File: src/rtl/mips_pkg.sv
// mips_pkg: shared MDU types and constants for the MIPS core
package mips_pkg;
  localparam int MDU_WIDTH = 32;
  localparam int MDU_DIV_CYCLES = MDU_WIDTH + 1;
  typedef enum logic [2:0] {
    OP_NOP   = 3'd0,
    OP_MULT  = 3'd1,
    OP_MULTU = 3'd2,
    OP_DIV   = 3'd3,
    OP_DIVU  = 3'd4,
    OP_MTHI  = 3'd5,
    OP_MTLO  = 3'd6
  } mdu_op_t;
  typedef enum logic [1:0] {IDLE, MUL, DIV} mdu_state_t;
endpackage

File: src/rtl/mdu_div.sv
// mdu_div: iterative restoring divider on unsigned magnitudes, one quotient bit per cycle
module mdu_div #(
  parameter int WIDTH = 32
) (
  input  logic             clk,
  input  logic             rst,
  input  logic             start,
  input  logic             cancel,
  input  logic [WIDTH-1:0] dividend,
  input  logic [WIDTH-1:0] divisor,
  output logic [WIDTH-1:0] quotient,
  output logic [WIDTH-1:0] remainder,
  output logic             valid
);
  localparam int CW = $clog2(WIDTH);
  logic [WIDTH-1:0] rem_q, rem_d, quo_q, quo_d, dvs_q, dvs_d;
  logic [CW-1:0] cnt_q, cnt_d;
  logic run_q, run_d, valid_q, valid_d;
  logic [WIDTH:0] trial;
  always_comb begin
    trial = {rem_q, quo_q[WIDTH-1]} - {1'b0, dvs_q};
    rem_d = rem_q;
    quo_d = quo_q;
    dvs_d = dvs_q;
    cnt_d = cnt_q;
    run_d = run_q;
    valid_d = 1'b0;
    if (cancel) run_d = 1'b0;
    else if (start) begin
      rem_d = '0;
      quo_d = dividend;
      dvs_d = divisor;
      cnt_d = CW'(WIDTH - 1);
      run_d = 1'b1;
    end else if (run_q) begin
      // a borrow out of the trial subtraction means restore the shifted remainder
      rem_d = trial[WIDTH] ? {rem_q[WIDTH-2:0], quo_q[WIDTH-1]} : trial[WIDTH-1:0];
      quo_d = {quo_q[WIDTH-2:0], ~trial[WIDTH]};
      cnt_d = cnt_q - 1'b1;
      run_d = cnt_q != '0;
      valid_d = cnt_q == '0;
    end
  end
  always_ff @(posedge clk) begin
    if (rst) begin
      run_q <= 1'b0;
      valid_q <= 1'b0;
      cnt_q <= '0;
      rem_q <= '0;
      quo_q <= '0;
      dvs_q <= '0;
    end else begin
      run_q <= run_d;
      valid_q <= valid_d;
      cnt_q <= cnt_d;
      rem_q <= rem_d;
      quo_q <= quo_d;
      dvs_q <= dvs_d;
    end
  end
  assign quotient = quo_q;
  assign remainder = rem_q;
  assign valid = valid_q;
endmodule

File: src/rtl/mdu.sv
// mdu: multi-cycle multiply/divide unit owning the architectural HI/LO registers
module mdu
  import mips_pkg::*;
#(
  parameter int WIDTH = MDU_WIDTH,
  parameter int MUL_STAGES = 2
) (
  input  logic             clk,
  input  logic             rst,
  input  logic             start,
  input  mdu_op_t          op_i,
  input  logic [WIDTH-1:0] a_i,
  input  logic [WIDTH-1:0] b_i,
  input  logic             cancel,
  output logic             busy,
  output logic             done,
  output logic [WIDTH-1:0] hi,
  output logic [WIDTH-1:0] lo
);
  mdu_state_t state_q, state_d;
  logic [WIDTH-1:0] hi_q, hi_d, lo_q, lo_d, a_q, a_d, b_q, b_d;
  logic [2:0] cnt_q, cnt_d;
  logic sgn_q, sgn_d, qneg_q, qneg_d, rneg_q, rneg_d, dz_q, dz_d, done_q, done_d;
  logic accept, is_div, div_sgn, div_valid;
  logic [WIDTH-1:0] mag_a, mag_b, quo, rem, div_hi, div_lo;
  logic [2*WIDTH-1:0] prod, mul_res;
  assign accept = start && !cancel && state_q == IDLE;
  assign is_div = op_i == OP_DIV || op_i == OP_DIVU;
  assign div_sgn = op_i == OP_DIV;
  assign mag_a = (div_sgn && a_i[WIDTH-1]) ? -a_i : a_i;
  assign mag_b = (div_sgn && b_i[WIDTH-1]) ? -b_i : b_i;
  mdu_div #(.WIDTH(WIDTH)) u_div (
    .clk(clk),
    .rst(rst),
    .start(accept && is_div),
    .cancel(cancel),
    .dividend(mag_a),
    .divisor(mag_b),
    .quotient(quo),
    .remainder(rem),
    .valid(div_valid)
  );
  // extending both operands to 2*WIDTH makes one multiplier serve MULT and MULTU
  assign prod = {{WIDTH{sgn_q & a_q[WIDTH-1]}}, a_q} * {{WIDTH{sgn_q & b_q[WIDTH-1]}}, b_q};
  if (MUL_STAGES == 1) begin : g_nopipe
    assign mul_res = prod;
  end else begin : g_pipe
    logic [2*WIDTH-1:0] pipe_q [MUL_STAGES-1];
    always_ff @(posedge clk) begin
      pipe_q[0] <= prod;
      for (int i = 1; i < MUL_STAGES - 1; i++) pipe_q[i] <= pipe_q[i-1];
    end
    assign mul_res = pipe_q[MUL_STAGES-2];
  end
  assign div_lo = dz_q ? '1 : qneg_q ? -quo : quo;
  assign div_hi = dz_q ? a_q : rneg_q ? -rem : rem;
  always_comb begin
    state_d = state_q;
    hi_d = hi_q;
    lo_d = lo_q;
    a_d = a_q;
    b_d = b_q;
    cnt_d = cnt_q;
    sgn_d = sgn_q;
    qneg_d = qneg_q;
    rneg_d = rneg_q;
    dz_d = dz_q;
    done_d = 1'b0;
    case (state_q)
      IDLE: if (accept) begin
        if (op_i == OP_MTHI) hi_d = a_i;
        if (op_i == OP_MTLO) lo_d = a_i;
        if (op_i == OP_MULT || op_i == OP_MULTU || is_div) begin
          state_d = is_div ? DIV : MUL;
          a_d = a_i;
          b_d = b_i;
          cnt_d = 3'(MUL_STAGES - 1);
          sgn_d = op_i == OP_MULT || div_sgn;
          qneg_d = div_sgn && (a_i[WIDTH-1] ^ b_i[WIDTH-1]);
          rneg_d = div_sgn && a_i[WIDTH-1];
          dz_d = b_i == '0;
        end
      end
      MUL: if (cancel) state_d = IDLE;
        else if (cnt_q == '0) begin
          {hi_d, lo_d} = mul_res;
          done_d = 1'b1;
          state_d = IDLE;
        end else cnt_d = cnt_q - 1'b1;
      DIV: if (cancel) state_d = IDLE;
        else if (div_valid) begin
          hi_d = div_hi;
          lo_d = div_lo;
          done_d = 1'b1;
          state_d = IDLE;
        end
      default: state_d = IDLE;
    endcase
  end
  always_ff @(posedge clk) begin
    if (rst) begin
      state_q <= IDLE;
      hi_q <= '0;
      lo_q <= '0;
      done_q <= 1'b0;
      cnt_q <= '0;
    end else begin
      state_q <= state_d;
      hi_q <= hi_d;
      lo_q <= lo_d;
      done_q <= done_d;
      cnt_q <= cnt_d;
    end
  end
  always_ff @(posedge clk) begin
    a_q <= a_d;
    b_q <= b_d;
    sgn_q <= sgn_d;
    qneg_q <= qneg_d;
    rneg_q <= rneg_d;
    dz_q <= dz_d;
  end
  assign busy = state_q != IDLE;
  assign done = done_q;
  assign hi = hi_q;
  assign lo = lo_q;
endmodule

File: config.mk
export PLATFORM = sky130hd
export DESIGN_NAME = mdu
export DESIGN_NICKNAME = d
export VERILOG_FILES = /design/src/rtl/mips_pkg.sv /design/src/rtl/mdu_div.sv /design/src/rtl/mdu.sv
export SDC_FILE = /design/constraint.sdc
export NUM_CORES = 2
export LEC_CHECK = 0
export BUFFER_PORTS_ARGS = -buffer_cell sky130_fd_sc_hd__buf_4
export CORE_AREA = 2 2 414 293
export DETAILED_ROUTE_END_ITERATION = 10
export DIE_AREA = 0 0 416 295
export GPL_TIMING_DRIVEN = 0
export PLACE_DENSITY = 0.69
export SETUP_SLACK_MARGIN = 0.4
export SYNTH_ARGS = -nofsm -noshare
export SYNTH_HDL_FRONTEND = slang
export SYNTH_SLANG_ARGS = --single-unit
File: constraint.sdc
create_clock -name clk -period 14.4 [get_ports clk]
set_input_delay 0 -clock clk [delete_from_list [all_inputs] [get_ports clk]]
set_output_delay 0 -clock clk [all_outputs]
set_load 0.005 [all_outputs]
==> impl_results.md <==
- Outcome: finished, violations left
- Violated checks: capacitance limit
- Io pins: 137
- Post-route ant nets: 0
- Place WS: 3.37 ns
- Crit path max fanout: 11
- Top-count cell post-synth: inv_1
- Layout cell share with drive strength beyond 1: 3.58%
- Sequential area share after synthesis: 12.8%
- Relative slew slack: 0.461%
- Slowest stage cell, crit path: fa_1
- Commonest cells in the netlist: inv_1 (1160), fa_1 (1126), nand2_1 (913)
- Worst Slack Setup Final: 3.04 ns
- Die ar.: 0.123 mm²
- Vias/cell: 5.81
- WL per Instance: 29.3 µm
- Final max-slew violation count: 0
- WS Path Type: register to register
- Clk Latency, worst-skew pair: 0.64 ns
- Total gr overflow: 0
- Setup TNS Final: 0 ns
- First-pass DRT Iterations: 6
- Post-synthesis async set-or-reset flop share: 0%
- Top cells by area, synth: fa_1 (43%), dfxtp_1 (8.9%), inv_1 (8.2%)
- Global placement routability congestion: 1.06
- CTS Root Cell: clkbuf_16
- Net count, final: 7573
- Row cnt: 106
- RSZ-0062 raised after global routing: false
- Cell Area, Placed: 0.0560 mm²
- Vias in the first global route: 44700
- Number of synthesized register bits: 305
- Gates resized, CTS repair: 0
- First-pass GRT wire length: 325 mm
- Synth top area share: 42.5%
- Critical Path Sink Type: register
- Design Area, Final: 0.0578 mm²
- Post-Route Skew: 0.0411 ns
- Fin. Hold Viols: 0
- P&R area growth vs syn: 8.95%
- Multi-input gate area: 0.0407 mm²
- CP most frequent cell: fa_1
- Largest net degree at the start of global routing: 40
- FILL cells: 11500
- Clk sinks: 305
- Setup crit start kind: register
- CTS buffer count: 29
- Slowest stage delay, CP: 1.25 ns
- Post-synth EDFFs: 68
- Fmax: 0.0880 GHz
- CP bufs+invs: 7
- Synth unique cells: 80
- Initial antenna violation count: 28
- Storage cell area: 0.00679 mm²
- Dominant cell type by area after synthesis: fa_1
- Worst-path clk slew: 0.07 ns
- WL final: 226 mm
- Final setup vio count: 0
- Starting Density: 44.7%
- Netlist Area Pre-Place: 0.0530 mm²
- Final HPWL DP: 190 mm
- Syn_nets: 7336
- HP Class: primary input to register
- Setup repair bufs after CTS: 0
- Port bufs: 133
- Warnings from Yosys: 0
- Post-CTS Hold Buffers: 69
- Max-cap violations: 1
- Deepest clock path buffer count: 3
- DRC viols: 0
- Die H: 295 µm
- Cell family with most CP delay: adder cells
- Most used DFF post-synth: dfxtp_1
- Vias: 44800
- Initial DRC Count: 6065
- Worst hold slack: 0.0595 ns
- CP arrival: 11.77 ns
- Post-Syn Instances: 5883
- H-tree levels: 1
- Die W: 416 µm
- Syn Area/Cell: 9.01 µm²
- Final worst path period share: 78.9%
- Fin crit period: 11.36 ns
- Worst-Margin Slew: 1.49 ns
- GRT Total Usage: 37.3%
- CP required: 14.81 ns
- Core area: 0.119 mm²
- CTS tree: done
## worst paths after layout
| path | end | from | cells past startpoint | slack, ns |
|---|---|---|---|---|
| setup / recovery | g_pipe.pipe_q[0][63] | sgn_q | 25 | 3.04 |
| hold reg to reg | u_div.dvs_q[22] | u_div.dvs_q[22] | 2 | 0.45 |
| setup reg to reg | g_pipe.pipe_q[0][63] | sgn_q | 25 | 3.04 |
| hold / removal | cnt_q[2] | start | 6 | 0.06 |
## cell families (layout without fill, tap and decap cells)
family,after synthesis,count (layout),synth area share (%)
buf+inv,1484,1744,10.5
flops,305,305,12.8
simple gates,1767,1767,15.2
compound gates,690,690,8.60
xor+xnor,222,222,3.67
other cells,0,11,0
fa+ha+maj,1382,1382,48.6
mux,33,33,0.625
## metrics by stage
step           cells  util [%]
4_1_cts         7708      48.6
6_report        7720      48.7
2_1_floorplan   5883         -
3_5_place_dp    7585      47.2
3_3_place_gp    7582      47.2
5_1_grt         7710      48.6
## sequential cells by signal (all words and copies together), names as in the netlist
name / flops
a_q: 32
b_q: 32
cnt_q: 3
done: 1
dz_q: 1
g_pipe.pipe_q: 64
hi: 32
lo: 32
qneg_q: 1
rneg_q: 1
sgn_q: 1
state_q: 2
u_div.cnt_q: 5
u_div.dvs_q: 32
u_div.quotient: 32
u_div.remainder: 32
u_div.run_q: 1
u_div.valid: 1
## per-layer routing
metal	wire length [µm]	global-route usage (%)
met4	7910	10.6
met5	86	0
met2	85800	49.2
met1	97000	56.1
met3	35500	13.9
## worst reg2reg max path, stage by stage (launching register included)
cell      delay [ns]
edfxtp_1        0.40
clkbuf_1        0.38
and2_1          0.32
clkbuf_1        0.74
nand2_1         0.23
inv_1           0.19
fa_1            0.50
fa_1            0.57
fa_1            0.72
inv_1           0.40
fa_1            1.25
inv_1           0.39
fa_1            0.56
fa_1            0.55
inv_1           0.06
fa_1            0.48
fa_1            0.64
inv_1           0.07
ha_1            0.35
and3_1          0.26
nand4_1         0.15
o311ai_1        0.84
nand2_1         0.29
o31a_1          0.39
mux2i_1         0.16
nand4_1         0.26
## area by class of cell
| type | instances | area share [%] |
|---|---|---|
| clock buffer | 32 | 1.31 |
| multi-input combinational | 4094 | 70.4 |
| buffer | 324 | 2.13 |
| tap | 1566 | 3.39 |
| timing repair buffer | 206 | 3.01 |
| inverter | 1160 | 7.54 |
| clock inverter | 22 | 0.427 |
| sequential | 305 | 11.7 |
| antenna | 11 | 0.0476 |
## cell usage in the layout (no fill, tap or decap), types with 33 or more instances in the layout
cell type and count:
nor3_1 39, buf_4 136, inv_1 1160, o21ai_0 121
ha_1 256, o21ai_1 65, and2_1 361, fa_1 1126
o31ai_1 34, a211oi_1 40, clkbuf_1 312, a311oi_1 52
and3_1 33, nor2_1 269, a21o_1 35, xnor2_1 146
edfxtp_1 68, nand2_1 913, a21oi_1 177, xor2_1 76
dfxtp_1 237, dlygate4sd3_1 69
Power is left out: the tool's default activity adds up to more than one toggle a clock period on the data nets, which glitch-free logic cannot reach.
